$ cat config.mk
export PLATFORM = sky130hd
export DESIGN_NAME = unpacked_array_loader
export DESIGN_NICKNAME = d
export VERILOG_FILES = /design/src/rtl/unpacked_array_loader_pkg.sv /design/src/rtl/unpacked_array_loader.sv
export SDC_FILE = /design/constraint.sdc
export NUM_CORES = 1
export LEC_CHECK = 0
export CAP_MARGIN = 30
export CORE_ASPECT_RATIO = 1.5
export CORE_MARGIN = 2
export CORE_UTILIZATION = 44
export CTS_BUF_LIST = sky130_fd_sc_hd__clkbuf_4 sky130_fd_sc_hd__clkbuf_8
export CTS_CLUSTER_DIAMETER = 40
export CTS_CLUSTER_SIZE = 12
export DETAILED_ROUTE_END_ITERATION = 10
export PLACE_DENSITY = 0.95
export SLEW_MARGIN = 5
export SYNTH_ARGS = -nofsm -noshare
export SYNTH_HDL_FRONTEND = slang
export SYNTH_SLANG_ARGS = --single-unit
$ cat constraint.sdc
create_clock -name clk -period 3.7 [get_ports clk]
set_clock_uncertainty 0.1 [all_clocks]
set_input_delay 0.74 -clock clk [delete_from_list [all_inputs] [get_ports clk]]
set_output_delay 0.74 -clock clk [all_outputs]
set_load 0.05 [all_outputs]
$ cat src/rtl/unpacked_array_loader_pkg.sv
// ============================================================================
// unpacked_array_loader_pkg
// Shared types and constants for the four-element frame loader.
// Revision: 1.0
// ============================================================================
`default_nettype none

package unpacked_array_loader_pkg;

  localparam int unsigned DEPTH = 4;
  localparam int unsigned IDX_W = 2;

  typedef logic [IDX_W-1:0] idx_t;

  typedef enum logic [0:0] {
    FILL = 1'b0,
    HOLD = 1'b1
  } state_e;

endpackage

`default_nettype wire

$ cat src/rtl/unpacked_array_loader.sv
// ============================================================================
// unpacked_array_loader
// Gathers four WIDTH-bit words into an unpacked array, then holds the frame.
// Revision: 1.0
// ============================================================================
`default_nettype none

module unpacked_array_loader
  import unpacked_array_loader_pkg::*;
#(
  parameter int unsigned WIDTH = 32
) (
  input  logic                 clk,
  input  logic                 rst,
  input  logic                 in_valid,
  output logic                 in_ready,
  input  logic [WIDTH-1:0]     in_data,
  output logic                 out_valid,
  input  logic                 out_ready,
  output logic [WIDTH-1:0]     a,
  output logic [WIDTH-1:0]     b,
  output logic [WIDTH-1:0]     c,
  output logic [WIDTH-1:0]     d,
  output logic [4*WIDTH-1:0]   x
);

  state_e           state_q, state_d;
  idx_t             idx_q, idx_d;
  logic [WIDTH-1:0] mem_q [0:DEPTH-1];
  logic [WIDTH-1:0] mem_d [0:DEPTH-1];
  logic             w_accept;

  // Reset gates the handshake so nothing is accepted in a reset cycle.
  always_comb begin
    in_ready  = 1'b0;
    out_valid = 1'b0;
    if (!rst) begin
      if (state_q == FILL) begin
        in_ready = 1'b1;
      end else begin
        in_ready  = out_ready;
        out_valid = 1'b1;
      end
    end
  end

  assign w_accept = in_valid & in_ready;

  always_comb begin
    state_d = state_q;
    idx_d   = idx_q;
    mem_d   = mem_q;
    case (state_q)
      FILL: begin
        if (w_accept) begin
          mem_d[idx_q] = in_data;
          idx_d        = idx_q + idx_t'(1);
          if (idx_q == idx_t'(DEPTH - 1)) begin
            state_d = HOLD;
          end
        end
      end
      HOLD: begin
        if (out_ready) begin
          state_d = FILL;
          if (in_valid) begin
            // Consume and restart in one cycle: the new word becomes element 0.
            mem_d[0] = in_data;
            idx_d    = idx_t'(1);
          end else begin
            idx_d    = '0;
          end
        end
      end
      default: begin
        state_d = FILL;
        idx_d   = '0;
      end
    endcase
  end

  always_ff @(posedge clk) begin
    if (rst) begin
      state_q <= FILL;
      idx_q   <= '0;
      for (int i = 0; i < DEPTH; i++) begin
        mem_q[i] <= '0;
      end
    end else begin
      state_q <= state_d;
      idx_q   <= idx_d;
      for (int i = 0; i < DEPTH; i++) begin
        mem_q[i] <= mem_d[i];
      end
    end
  end

  assign a = mem_q[0];
  assign b = mem_q[1];
  assign c = mem_q[2];
  assign d = mem_q[3];

  generate
    for (genvar gi = 0; gi < DEPTH; gi++) begin : g_pack
      assign x[gi*WIDTH +: WIDTH] = mem_q[gi];
    end
  endgenerate

endmodule

`default_nettype wire

==> results of run 1 <==
## power by group through the flow
stage                     sequential [mW]  clock [mW]  combinational [mW]
final                                1.49        1.16               0.619
after global routing                 1.49        1.23               0.641
after CTS                            1.49        1.18               0.613
after detailed placement             1.52           0               0.611
after global placement               1.52           0               0.602
after floorplan                      1.65           0               0.301
## critical path: stages
cell and delay (ps):
clkdlybuf4s50_1 520, nor2b_1 80, nor2_1 110, clkdlybuf4s50_1 850
## per-stage QoR
step                area (sq um)  total power [mW]  utilization, %  setup WS [ps]
floorplan                   5610              1.95               -            923
global placement            7560              2.12            60.7            610
global route                7980              3.37            64.1            512
CTS                         7950              3.28            63.9            560
detailed placement          7560              2.13            60.7            570
finish                      7980              3.27            64.1            568
## registers in the layout (all words and copies together) (netlist names)
signal   cells
a           32
state_q      1
d           32
b           32
idx_q        2
c           32
## layer usage
metal / global-route usage (%) / part of all wire (%)
met1: 25.1 / 36
met2: 42.2 / 54
met3: 5.56 / 7.1
met4: 12.6 / 3.2
met5: 0 / 0
## cell usage in the layout, fill, tap and decap left out, drive strengths merged
cell / count
clkdlybuf4s50: 292
nand2: 193
dfxtp: 131
a21oi: 100
a22o: 32
clkbuf: 19
buf: 7
inv: 6
ha: 4
clkinvlp: 4
clkinv: 4
nor2b: 3
and4bb: 3
nand4bb: 3
nor2: 2
and3b: 2
mux2: 1
o21ai: 1
nand2b: 1
a2111oi: 1
bufinv: 1
## final timing paths
kind	endpoint	slack, ps	startpoint
min	c[24]	370	c[24]
min reg2reg	c[24]	370	c[24]
max	in_ready	570	out_ready
max reg2reg	a[20]	1590	idx_q[0]
## cells by family (layout without fill, tap and decap cells)
family          Yosys count  count (layout)  share of synthesized area [%]
fa+ha+maj                 4               4                          0.893
mux                       1               1                          0.268
flops                   131             131                           46.8
compound gates          134             134                           14.2
simple gates            207             207                           15.1
buf+inv                 175             333                           22.7
## layout make-up
class                      instances  area [sq um]
timing repair buffer             299          3030
clock inverter                    13           126
sequential                       131          2620
multi-input combinational        346          1730
tap                              156           195
fill                             967          4470
clock buffer                      19           262
inverter                           2          7.51
==> impl_metrics.py, run 1 <==
metrics = {
    "clock_network": {
        "insertion_delay_ps": 420,
        "cts_max_level": 4,
        "cts_buffers": 17,
        "clkTransAtPathRegs_ps": 80,
        "postCtsHoldBufs": 0,
        "post_cts_buffers": 0,
        "clock_path_buffers": 2,
        "cts_tree": "built",
        "post_cts_resized": 0,
        "cts_num_sinks": 131,
        "cts-root-buf": "clkbuf_8",
    },
    "synth": {
        "synth_edf_count": 0,
        "synth_top_area_share_pct": 46.8,
        "netlist_area_sq_um": 5610,
        "syn-num-nets": 692,
        "synth_cell_types": 21,
        "yosysWarnings": 0,
        "ys_seq_area_share_pct": 46.8,
        "ys_ff_latch": 131,
        "synth_largest_area_cell": "dfxtp_1",
        "yosys-top-cells-area": "dfxtp_1 47%, buf_4 18%, nand2_1 13%",
        "syn_inst": 652,
        "avgSynthCellArea_sq_um": 8.60,
        "yosys.cell_count.top_type": "nand2_1",
        "synthFlopType": "dfxtp_1",
        "ys_top_cells_by_count": "193 x nand2_1, 135 x buf_4, 131 x dfxtp_1",
        "synthArstFlopShare_pct": 0,
    },
    "hold_path": {
        "min_path_cells": 2,
        "hp-class": "flip-flop to flip-flop",
    },
    "timing": {
        "setup_viol": 0,
        "max_freq_mhz": 319,
        "hold_viol": 0,
        "hold_slack_ps": 369,
        "rsz0062_at_grt": "no",
        "maxSlewHeadroom_pct": 42.0,
        "worst_pin_slew_ps": 871,
        "period_minus_slack_ps": 3130,
        "min_period_over_period_pct": 84.7,
        "setup_tns_ps": 0,
        "slew_violations": 0,
    },
    "setup_path": {
        "path_class": "input port to output pin",
        "worst_setup_path_end_kind": "output pin",
        "critPathArrivalTime_ps": 2290,
        "start_kind": "input port",
        "crit_required_ps": 2860,
        "critPathMaxFanout": 4,
        "r2r_cells": 6,
    },
    "die": {
        "core_sq_um": 12400,
        "die_h_microns": 142,
        "rows": 50,
        "die_w_microns": 96.2,
        "die_area_sq_um": 13700,
        "start_util_pct": 45.0,
        "io_pins": 294,
    },
    "placement": {
        "placed_cells": 933,
        "dp_hpwl_microns": 11800,
        "routabilityCongestion": 0.773,
        "io_buffers": 293,
    },
    "power_and_ir_drop": {
        "power.internal_mw": 2.23,
        "peakVddDrop_mv": 0.271,
        "p_leak_nw": 2.74,
        "p_sw_mw": 1.04,
        "clkPwrFrac_pct": 35.5,
        "power_density_nw_per_um2": 410,
        "power_frac_comb_pct": 18.9,
        "switching_share_pct": 31.7,
        "p_seq_share_pct": 45.6,
    },
    "grt": {
        "grt_pass1_wl_microns": 24700,
        "grt_max_degree": 62,
        "grt_overflow_total": 0,
        "antenna_found_initial": 0,
        "grt_pass1_vias": 4776,
        "gr-usage-all-layers_pct": 23.7,
    },
    "route": {
        "vias": 4950,
        "routedWlPerCell_microns": 17.4,
        "ant_nets": 0,
        "routed_wl_microns": 16800,
        "drc": 0,
        "first_pass_iters": 5,
        "drt_iter0_drc": 225,
        "avgViaCountPerCell": 5.12,
    },
    "finish": {
        "nets": 837,
        "syn2layout_area_growth_pct": 42.3,
        "fin_cells": 966,
        "n_antenna_cell": 0,
        "drive_above_1_share_pct": 5.80,
    },
    "run_status": {
        "status": "complete, no violations",
    },
    "run": {
        "maxCapViolCount": 0,
    },
}
(Power assumes the default switching activity.)
==> run 2: changes to the inputs <==
--- a/config.mk
+++ b/config.mk
@@ -8,7 +8,7 @@
 export CAP_MARGIN = 30
 export CORE_ASPECT_RATIO = 1.5
 export CORE_MARGIN = 2
-export CORE_UTILIZATION = 44
+export CORE_UTILIZATION = 41
 export CTS_BUF_LIST = sky130_fd_sc_hd__clkbuf_4 sky130_fd_sc_hd__clkbuf_8
 export CTS_CLUSTER_DIAMETER = 40
 export CTS_CLUSTER_SIZE = 12
==> constraint.sdc (replaced) <==
create_clock -name clk -period 3.29 [get_ports clk]
set_clock_uncertainty 0.1 [all_clocks]
set_input_delay 0.658 -clock clk [delete_from_list [all_inputs] [get_ports clk]]
set_output_delay 0.658 -clock clk [all_outputs]
set_load 0.05 [all_outputs]
==> impl_metrics.py, run 2 (synthesized netlist as in run 1, its figures left out) <==
metrics = {
    "run_status": {
        "status": "complete, no violations",
    },
    "route": {
        "routedWlPerCell_microns": 17.9,
        "vias": 4881,
        "drc": 0,
        "drt_iter0_drc": 211,
        "avgViaCountPerCell": 4.99,
        "first_pass_iters": 4,
        "ant_nets": 0,
        "routed_wl_microns": 17500,
    },
    "grt": {
        "grt_overflow_total": 0,
        "grt_max_degree": 53,
        "antenna_found_initial": 0,
        "grt_pass1_wl_microns": 26200,
        "grt_pass1_vias": 4904,
        "gr-usage-all-layers_pct": 22.9,
    },
    "setup_path": {
        "setup.worst_path.start": "out_ready",
        "slowest_delay_ps": 810,
        "cp_slowest_cell": "clkdlybuf4s50_1",
        "worst_setup_path_end_kind": "output pin",
        "r2r_setup_slack_ps": 1200,
        "critPathArrivalTime_ps": 2140,
        "regToRegStartpoint": "idx_q[0]",
        "r2r_cells": 6,
        "path_cells": "clkdlybuf4s50_1 > nor2b_1 > nor2_1 > clkdlybuf4s50_1",
        "critPathMaxFanout": 4,
        "path_common_cell": "clkdlybuf4s50_1",
        "crit_required_ps": 2530,
        "start_kind": "input port",
        "crit_end": "in_ready",
        "path_class": "input port to output pin",
        "r2r_end": "a[18]",
    },
    "hold_path": {
        "min_path_cells": 2,
        "hp-class": "flip-flop to flip-flop",
    },
    "power_and_ir_drop": {
        "power_density_nw_per_um2": 473,
        "peakVddDrop_mv": 0.292,
        "p_leak_nw": 2.77,
    },
    "placement": {
        "place_area_sq_um": 7630,
        "io_buffers": 293,
        "dp_hpwl_microns": 12600,
        "routabilityCongestion": 0.853,
    },
    "clock_network": {
        "cts_num_sinks": 131,
        "postCtsHoldBufs": 0,
        "insertion_delay_ps": 420,
        "post_cts_buffers": 0,
        "post_cts_resized": 0,
        "cts_tree": "built",
        "clock_path_buffers": 2,
        "cts-root-buf": "clkbuf_8",
        "cts_buffers": 17,
        "cts_max_level": 4,
        "clkTransAtPathRegs_ps": 70,
    },
    "timing": {
        "hold_slack_ps": 374,
        "setup_tns_ps": 0,
        "hold_viol": 0,
        "slew_violations": 0,
        "period_minus_slack_ps": 2900,
        "min_period_over_period_pct": 88.1,
        "max_freq_mhz": 345,
        "worst_pin_slew_ps": 599,
        "maxSlewHeadroom_pct": 59.9,
        "setup_viol": 0,
        "rsz0062_at_grt": "no",
    },
    "finish": {
        "layout_commonest_cell": "clkdlybuf4s50_1",
        "syn2layout_area_growth_pct": 43.7,
        "n_antenna_cell": 0,
        "layout_common_cells": "291 x clkdlybuf4s50_1, 193 x nand2_1, 131 x dfxtp_1, 99 x a21oi_1, 32 x a22o_1",
        "drive_above_1_share_pct": 6.62,
        "fin_area_sq_um": 8060,
        "nets": 843,
    },
    "die": {
        "start_util_pct": 41.8,
        "rows": 52,
        "die_area_sq_um": 14600,
        "die_w_microns": 99.5,
        "io_pins": 294,
        "die_h_microns": 147,
        "core_sq_um": 13400,
    },
    "run": {
        "maxCapViolCount": 0,
    },
}
## run 2: cell types whose count changed in the layout (fill, tap and decap cells not counted)
cell             previous run  this run
clkbuf_4                    0         2
clkinv_4                    3         2
clkbuf_8                   19        17
buf_12                      3         4
buf_16                      1         0
bufinv_16                   1         3
inv_8                       0         1
clkinv_2                    1         0
inv_6                       4         3
buf_4                       3        10
clkdlybuf4s50_1           292       291
## run 2: how the worst min path moves through the flow
| stage | startpoint | end | slack (ps) |
|---|---|---|---|
| 2_1_floorplan | idx_q[1] | idx_q[1] | 390 |
| 3_3_place_gp | d[9] | d[9] | 350 |
| 3_5_place_dp | d[17] | d[17] | 360 |
| 4_1_cts | d[17] | d[17] | 380 |
| 5_1_grt | d[17] | d[17] | 400 |
| 6_report | c[11] | c[11] | 370 |
## run 2: power by group
part,switching [mW],total (mW),internal (mW)
sequential,0.0450,1.68,1.63
combinational,0.466,0.697,0.230
clock,0.660,1.44,0.781
## run 2: per-layer routing
layer	track usage (%)	wire (microns)	up-vias
met5	0	0	-
met2	41.6	9580	242
met3	4.33	1050	26
met4	10.1	329	0
met1	25.6	6510	2314
li1	-	-	2299
## run 2: cell type report
cell class	count	area (sq um)
fill	1120	5350
timing repair buffer	305	3070
sequential	131	2620
multi-input combinational	346	1730
clock buffer	19	249
tap	162	203
clock inverter	13	175
inverter	2	7.51
## run 2: critical path: cells and delay by family
| kind | cells | cell delay (ps) |
|---|---|---|
| and+or+nand+nor | 2 | 170 |
| buffers and inverters | 2 | 1320 |
## run 2: through the flow
step	power, mW	utilization [%]	cells	setup WS, ps
after floorplan	2.19	-	652	677
after CTS	3.84	60.1	978	381
after global routing	3.93	60.1	978	332
after global placement	2.40	56.9	946	410
final	3.81	60.1	978	393
after detailed placement	2.41	56.9	946	394
